File: config.mk
export PLATFORM = sky130hd
export DESIGN_NAME = joy_db15_serial
export DESIGN_NICKNAME = d
export VERILOG_FILES = /design/src/rtl/joy_pkg.sv /design/src/rtl/joy_tick_gen.sv /design/src/rtl/joy_db15_serial.sv
export SDC_FILE = /design/constraint.sdc
export NUM_CORES = 1
export LEC_CHECK = 0
export ABC_CLOCK_PERIOD_IN_PS = 3000
export BUFFER_PORTS_ARGS = -buffer_cell sky130_fd_sc_hd__buf_4
export CAP_MARGIN = 20
export CORE_UTILIZATION = 53
export CTS_CLUSTER_DIAMETER = 200
export DETAILED_ROUTE_END_ITERATION = 16
export PLACE_DENSITY = 0.69
export RECOVER_POWER = 25
export SETUP_SLACK_MARGIN = 0.2
export SYNTH_ARGS = -nofsm -noshare
export SYNTH_HDL_FRONTEND = slang
export SYNTH_SLANG_ARGS = --single-unit
File: constraint.sdc
create_clock -name clk -period 3 [get_ports clk]
set_input_delay 0.3 -clock clk [delete_from_list [all_inputs] [get_ports clk]]
set_output_delay 0.3 -clock clk [all_outputs]
set_load 0.005 [all_outputs]
File: src/rtl/joy_pkg.sv
// Shared types and constants for the DB15 serial joystick front-end.
package joy_pkg;

   localparam int unsigned JOY_BITS       = 24;
   localparam int unsigned JOY_PER_PLAYER = 12;
   localparam int unsigned KW             = 5;
   localparam int unsigned CW             = 8;

   typedef enum logic [2:0] {
      IDLE,
      LOAD,
      LATCH,
      SHIFT_LO,
      SHIFT_HI,
      CMP
   } joy_state_t;

   // Cycles from the first LOAD cycle to the CMP cycle.
   function automatic int unsigned frame_len(input int unsigned half);
      return 50 * half;
   endfunction

endpackage

File: src/rtl/joy_tick_gen.sv
// Half-period down-counter; last_c marks the final cycle of each phase.
module joy_tick_gen
   import joy_pkg::*;
#(
   parameter int unsigned HALF = 24
) (
   input  logic clk,
   input  logic reset_n,
   input  logic restart,
   output logic last_c
);

   logic [CW-1:0] cnt;

   always_ff @(posedge clk or negedge reset_n) begin
      if (!reset_n) begin
         cnt <= '0;
      end else if (restart) begin
         cnt <= CW'(HALF - 1);
      end else if (cnt != '0) begin
         cnt <= cnt - CW'(1);
      end
   end

   assign last_c = (cnt == '0);

endmodule

File: src/rtl/joy_db15_serial.sv
// DB15 adapter front-end: clocks the 24-bit PISO chain, filters two matching
// frames and presents active-high joystick words.
module joy_db15_serial
   import joy_pkg::*;
#(
   parameter int unsigned HALF      = 24,
   parameter int unsigned FRAME_CYC = 48000
) (
   input  logic        clk,
   input  logic        reset_n,
   input  logic        ena,
   input  logic        JOY_DATA,
   output logic        JOY_CLK,
   output logic        JOY_LOAD,
   output logic [15:0] joystick1,
   output logic [15:0] joystick2,
   output logic        valid,
   output logic        busy
);

   localparam int unsigned TW = (FRAME_CYC > 1) ? $clog2(FRAME_CYC) : 1;

   if (HALF < 1 || HALF > 255) begin : g_bad_half
      $error("joy_db15_serial: HALF must be in 1..255");
   end
   if (FRAME_CYC < frame_len(HALF) + 4) begin : g_bad_frame
      $error("joy_db15_serial: FRAME_CYC too short for one frame");
   end

   joy_state_t        state, state_nx;
   logic [TW-1:0]     timer;
   logic              wrap_c;
   logic              data_s1, data_s2;
   logic [KW-1:0]     k;
   logic [JOY_BITS-1:0] raw, prev;
   logic              last_c;
   logic              restart_c;
   logic              jclk_nx, jload_nx, busy_nx;

   assign wrap_c    = (timer == TW'(FRAME_CYC - 1));
   assign restart_c = (state_nx != state);

   joy_tick_gen #(.HALF(HALF)) u_tick (
      .clk     (clk),
      .reset_n (reset_n),
      .restart (restart_c),
      .last_c  (last_c)
   );

   always_ff @(posedge clk or negedge reset_n) begin
      if (!reset_n) state <= IDLE;
      else          state <= state_nx;
   end

   always_comb begin
      state_nx = state;
      case (state)
         IDLE:     if (wrap_c && ena) state_nx = LOAD;
         LOAD:     if (last_c) state_nx = LATCH;
         LATCH:    if (last_c) state_nx = SHIFT_LO;
         SHIFT_LO: if (last_c) state_nx = SHIFT_HI;
         SHIFT_HI: if (last_c) state_nx = (k == KW'(JOY_BITS - 1)) ? CMP : SHIFT_LO;
         CMP:      state_nx = IDLE;
         default:  state_nx = IDLE;
      endcase
   end

   // Pin levels follow the upcoming state so they line up with the state cycles.
   always_comb begin
      jclk_nx  = 1'b0;
      jload_nx = 1'b1;
      busy_nx  = 1'b0;
      jclk_nx  = (state_nx == SHIFT_HI);
      jload_nx = (state_nx != LOAD);
      busy_nx  = (state_nx != IDLE);
   end

   always_ff @(posedge clk or negedge reset_n) begin
      if (!reset_n) begin
         JOY_CLK  <= 1'b0;
         JOY_LOAD <= 1'b1;
         busy     <= 1'b0;
      end else begin
         JOY_CLK  <= jclk_nx;
         JOY_LOAD <= jload_nx;
         busy     <= busy_nx;
      end
   end

   always_ff @(posedge clk or negedge reset_n) begin
      if (!reset_n) begin
         data_s1   <= 1'b1;
         data_s2   <= 1'b1;
         timer     <= '0;
         k         <= '0;
         raw       <= '0;
         prev      <= '0;
         joystick1 <= '0;
         joystick2 <= '0;
         valid     <= 1'b0;
      end else begin
         data_s1 <= JOY_DATA;
         data_s2 <= data_s1;
         timer   <= wrap_c ? '0 : timer + TW'(1);
         valid   <= (state == CMP) && (raw == prev);
         case (state)
            LOAD:     k <= '0;
            SHIFT_LO: if (last_c) raw[k] <= ~data_s2;
            SHIFT_HI: if (last_c) k <= k + KW'(1);
            CMP: begin
               prev <= raw;
               if (raw == prev) begin
                  joystick1 <= 16'(raw[JOY_PER_PLAYER-1:0]);
                  joystick2 <= 16'(raw[JOY_BITS-1:JOY_PER_PLAYER]);
               end
            end
            default: ;
         endcase
      end
   end

endmodule

==> results of run 1 <==
power groups by stage:
stage,Clock [mW],Combinational (mW),Sequential (mW)
floorplan,0,0.0134,1.51
finish,0.942,0.0385,1.49
CTS,0.969,0.0402,1.49
global route,1.03,0.0461,1.49
global placement,0,0.0379,1.52
detailed placement,0,0.0390,1.52
sequential cells by signal, summed over array words and instances (netlist names):
name        cells
k               5
data_s1         1
joystick1      12
joystick2      12
prev           24
JOY_LOAD        1
raw            24
state           3
valid           1
timer          16
busy            1
JOY_CLK         1
data_s2         1
u_tick.cnt      8
worst max-delay path, cell delays in order, from the launching register on:
cell	delay, ns
dfrtp_1	0.42
inv_1	0.08
ha_1	0.18
or3b_1	0.47
or3_4	0.49
nand2_2	0.09
a21oi_1	0.06
or3_1	0.37
layer usage:
metal | GRT usage [%] | vias to the layer above | wire length [µm]
met5 | 0 | - | 0
met3 | 4.65 | 14 | 309
met1 | 26.7 | 1670 | 4250
li1 | - | 1642 | -
met4 | 6.58 | 0 | 132
met2 | 33.4 | 59 | 4680
cell type report:
class                      instances  share of cell area [%]
clock buffer                      11                    2.66
clock inverter                     5                    1.12
inverter                           5                   0.330
multi-input combinational        320                    39.1
sequential                       110                    48.5
tap                              129                    2.84
timing repair buffer              41                    5.46
metrics by stage:
step | setup WS [ns] | util (%) | cells
floorplan | 0.830 | - | 466
global placement | 0.829 | 58.5 | 603
detailed placement | 0.764 | 58.5 | 603
CTS | 0.746 | 60.9 | 620
global route | 0.595 | 61.0 | 621
finish | 0.738 | 61.0 | 621
cell usage in the layout (no fill, tap or decap), types with 3 or more instances in the layout:
cell type and n:
dfrtp_1 107, and3_1 8, buf_4 31, or2_2 4, a21oi_1 10, inv_1 5
o21ai_0 14, xor2_1 23, o21ai_1 17, clkbuf_8 11, nand3b_1 5, nand2b_1 4
conb_1 8, xnor2_1 15, nand3_1 33, dfstp_2 3, nor3b_1 6, and3b_1 4
nand4_1 5, ha_1 6, nand2_1 40, nor3_1 6, mux2_1 20, nor2_1 25
clkbuf_4 7, mux2_2 29
Yosys cell counts (3+ instances only):
cell / count
nor2_1: 25
and3_1: 8
nand3b_1: 5
nand2b_1: 4
dfrtp_1: 107
mux2_2: 29
nor3b_1: 6
xnor2_1: 15
inv_1: 5
nor3_1: 6
o21ai_0: 14
dfstp_2: 3
mux2_1: 20
buf_4: 8
or2_2: 4
o21ai_1: 17
buf_2: 5
ha_1: 6
clkbuf_1: 13
a21oi_1: 10
nand3_1: 33
xor2_1: 23
buf_6: 4
nand4_1: 5
nand2_1: 40
and3b_1: 4
kinds of logic after synthesis:
group / Yosys count
adders and majority gates: 7
AOI/OAI and AO/OA: 56
and+or+nand+nor: 160
other: 1
buffers and inverters: 36
muxes: 51
xor gates and xnor gates: 38
DFF: 110
path summary, 6_finish.rpt:
check	from	end	slack (ns)	cells past startpoint
worst max-delay path	u_tick.cnt[0]	state[0]	0.74	7
worst min-delay path	data_s1	data_s2	0.36	0
worst max register to register	u_tick.cnt[0]	state[0]	0.74	7
worst min register to register	data_s1	data_s2	0.36	0
max in group asynchronous	reset_n	JOY_LOAD	1.24	3
min in group asynchronous	reset_n	joystick1[9]	0.74	2
timing repair:
| item | 4_1_cts | 5_1_grt |
|---|---|---|
| hold buffers | 1 | 1 |
| endpoints found under the hold margin | 49 | 1 |
| endpoints found under the setup margin | 0 | 0 |
==> flow_summary.ini, run 1 <==
[routing]
wl_um = 9370
wl_per_cell_um = 15.1
num_vias = 3385
first_pass_iters = 4
antenna_left = 0
drc_errors = 0
vias_per_cell = 5.45
drt-initial-drc-count = 144

[global_route]
grt_first_pass_wirelength_um = 15800
grt_max_degree = 55
overflow = 0
grt_antenna_before_repair = 0
grt_use_total_pct = 20.3
grt_pass1_vias = 3264

[synth]
synth_cells = 459
synth_mux_area_share_pct = 11.1
synth-compound-area-share_pct = 6.21
avgSynthCellArea_um2 = 11.2
yosys.area.top_type_share_pct = 51.9
syn_area_mm2 = 0.00515
yosys_warnings = 0
synth_xor_xnor_area_share_pct = 6.46
async_flop_share_pct = 100
ys.flop_type = dfrtp_1
yosysUniqueCellTypes = 56
synth_edf_count = 0
synth-simple-area-share_pct = 17.1
ys_seq_area_share_pct = 53.5
synth_top_family_by_area = simple AND/OR/NAND/NOR gates
yosys.area.top_type = dfrtp_1
synth-seq-cells = 110
synthAdderAreaFrac_pct = 1.65
ys_top_cells_by_area = dfrtp_1 52%, mux2_2 6.3%, mux2_1 4.4%

[floorplanning]
die_w_um = 101
dieArea_mm2 = 0.0101
start_util_pct = 55.3
io_pins = 40
rows = 35
core_mm2 = 0.00933
fp.dieH_um = 101

[clocking]
numCtsBuffers = 9
clk_latency_ns = 0.38
cts_tree = done
cts_buffer_depth = 2
cts_sinks = 110
cts_root_buffer = clkbuf_8
clk_pin_slew_ns = 0.10
h-tree-depth = 3
post-cts-setup-buffer-count = 0
post_cts_resized = 0

[layout]
final-seq-area_mm2 = 0.00276
fill_cells = 790
syn2layout_area_growth_pct = 10.3
drive_gt1_share_pct = 19.9
final_cell_area_mm2 = 0.00569
layout.nets = 497
antenna_cells = 0
multi_input_area_mm2 = 0.00222

[run_status]
status = finished, final reports clean

[critical_path]
cp.arrival_ns = 2.52
crit_required_ns = 3.26
crit_path_end_kind = flop
startpoint_type = flop
critPathKind = flop to flop
cp_max_fo = 8

[timing]
fin_crit_sh_pct = 75.4
maxSlewViolCount = 0
setup_violations = 0
fmax_ghz = 0.442
rsz0062_at_grt = false
skew_ns = 0.0134
whs_ns = 0.362
setup_tns_ns = 0
final_hold_viol_count = 0
tightest_slew_ns = 1.30
maxSlewHeadroom_pct = 13.3
period_minus_slack_ns = 2.26

[power]
p_leak_nw = 2.81
seq_power_share_pct = 60.3
clkPwrFrac_pct = 38.1
p_sw_mw = 0.540
p_sw_share_pct = 21.9
peakVddDrop_mv = 0.292
finalPower_mw = 2.47
combPwrFrac_pct = 1.6
p_per_area_mw_per_mm2 = 434
p_int_mw = 1.93

[place]
place_hpwl_um = 6510
port_buffers = 31
gp_congestion = 0.786
place_area_mm2 = 0.00545

[job]
cap_violations = 0

[min_path]
hold_path_class = flop to flop
No activity file was read; power rests on OpenSTA's default activity.
==> run 2, diff against run 1 <==
Settings changed: ABC_CLOCK_PERIOD_IN_PS 3000 to 2000, PLACE_DENSITY 0.69 to 0.72.
Clock period 3 ns to 2 ns, I/O delays scaled along.
==> run 2 against run 1 <==
The flow now finishes with violations (setup timing); critical path depth fell by 1; utilization rose by 11 points; via count rose by 9.6%; power rose by 50%; count of clock-buffer cells in the layout fell by 2; cell count rose by 6.3%; design area rose by 18%; routed wire length rose by 26%; sequential share of layout area fell by 7.3 points; sequential cell count did not move; first-iteration DRC count fell by 20%; critical path type unchanged.
==> flow_summary.ini, run 2 (synthesis results as in run 1) <==
[global_route]
grt_max_degree = 43
overflow = 0
grt_pass1_vias = 3868
grt_antenna_before_repair = 0
grt_first_pass_wirelength_um = 19300
grt_use_total_pct = 25.1

[timing]
tightest_slew_ns = 1.09
maxSlewHeadroom_pct = 27.3
period_minus_slack_ns = 2.06
fmax_ghz = 0.486
final_hold_viol_count = 0
fin_ws_ns = -0.0596
maxSlewViolCount = 0
skew_ns = 0.0130
rsz0062_at_grt = true
setup_violations = 35
fin_crit_sh_pct = 103

[layout]
syn2layout_area_growth_pct = 30.0
final_cell_area_mm2 = 0.00670
drive_gt1_share_pct = 42.2
fill_cells = 617
final_cell_mix = 106 x dfrtp_1, 55 x buf_4, 29 x mux2_2, 26 x nand2_1, 23 x xor2_1
reg.largest.list = prev (24), raw (24), timer (16)
layout.nets = 536
final_common_cell = dfrtp_1
antenna_cells = 0
fin_util_pct = 71.9

[clocking]
clk_pin_slew_ns = 0.11
numCtsBuffers = 9
cts_tree = done
h-tree-depth = 3
cts_root_buffer = clkbuf_8
cts_sinks = 110
cts_buffer_depth = 2
clk_latency_ns = 0.39

[floorplanning]
fp.dieH_um = 101
io_pins = 40
dieArea_mm2 = 0.0101
rows = 35
die_w_um = 101
start_util_pct = 55.3
core_mm2 = 0.00933

[power]
peakVddDrop_mv = 0.498
p_leak_nw = 3.18
p_per_area_mw_per_mm2 = 552
finalPower_mw = 3.70

[critical_path]
cp_cell_sequence = xor2_1 -> nor4_2 -> nor4b_4 -> nand4b_4 -> buf_12 -> mux2_1
reg2reg_slack_ns = -0.06
startpoint_type = flop
critPathKind = flop to flop
reg2reg_to = joystick1[2]
slowest_stage = dfrtp_1
r2r_cells = 6
cp_max_fo = 12
cp.arrival_ns = 2.34
crit_path_end_kind = flop
crit_required_ns = 2.28
worstReg2RegStart = prev[18]
cpPeakStageDelay_ns = 0.40

[min_path]
hold_start = data_s1
hold_path_depth = 0
min_to = data_s2
hold_path_class = flop to flop

[routing]
wl_um = 11800
antenna_left = 0
num_vias = 3709
drc_errors = 0
wl_per_cell_um = 17.9
first_pass_iters = 4
vias_per_cell = 5.62
drt-initial-drc-count = 115

[run_status]
violations = setup timing
status = finished with violations

[place]
dp_slack_ns = -0.0880
gp_congestion = 0.863
place_area_mm2 = 0.00570
place_hpwl_um = 6800
port_buffers = 31

[job]
cap_violations = 0
[run 2: critical path: cells and delay by family, from the launching register on]
family                    cells  cell delay (ns)
xor gates and xnor gates      1             0.19
buffers and inverters         1             0.22
DFF                           1             0.40
muxes                         1             0.31
and+or+nand+nor               3             0.82
[run 2: per-stage QoR]
stage,instances,hold slack (ns),setup TNS (ns)
after global routing,660,0.351,-6.02
after floorplan,466,-0.0956,-0.815
final,660,0.347,-1.15
after detailed placement,617,0.233,-0.289
after CTS,651,0.342,-0.433
after global placement,617,0.231,-0.00844
[run 2: worst max path at each step]
stage	start	end	slack [ns]	cells past startpoint
2_1_floorplan	u_tick.cnt[0]	state[0]	-0.06	9
3_3_place_gp	u_tick.cnt[1]	k[3]	-0.008	8
3_5_place_dp	u_tick.cnt[1]	k[3]	-0.09	8
4_1_cts	raw[7]	joystick1[2]	-0.04	6
5_1_grt	u_tick.cnt[1]	raw[10]	-0.14	10
6_report	prev[18]	joystick1[2]	-0.06	6
[run 2: repair_timing]
item                                    CTS  global route
resized for setup                        62            45
gates cloned                              4             0
endpoints found under the setup margin   66            67
endpoints found under the hold margin    38             0
hold buffers                              2             0
pin swaps                                30            29
setup buffers                            12             8
[run 2: power breakdown]
part           switching (mW)  internal, mW
clock network           0.806         0.597
registers             0.00983          2.23
logic                  0.0496        0.0134
[run 2: layout make-up]
cell class / count / area [µm²] / area share, %
clock inverters: 7 / 80.1 / 1.19
repair buffers: 80 / 787 / 11.7
multi-input cells: 320 / 2780 / 41.4
inverters: 5 / 18.8 / 0.280
flip-flops and latches: 110 / 2760 / 41.1
clock buffers: 9 / 124 / 1.85
well taps: 129 / 161 / 2.41
[run 2: routing by layer]
layer	track usage [%]	wire length, µm	vias up
li1	-	-	1728
met1	30.7	5010	1873
met2	42.2	6140	76
met3	5.41	360	32
met4	12.4	276	0
met5	0	0	-
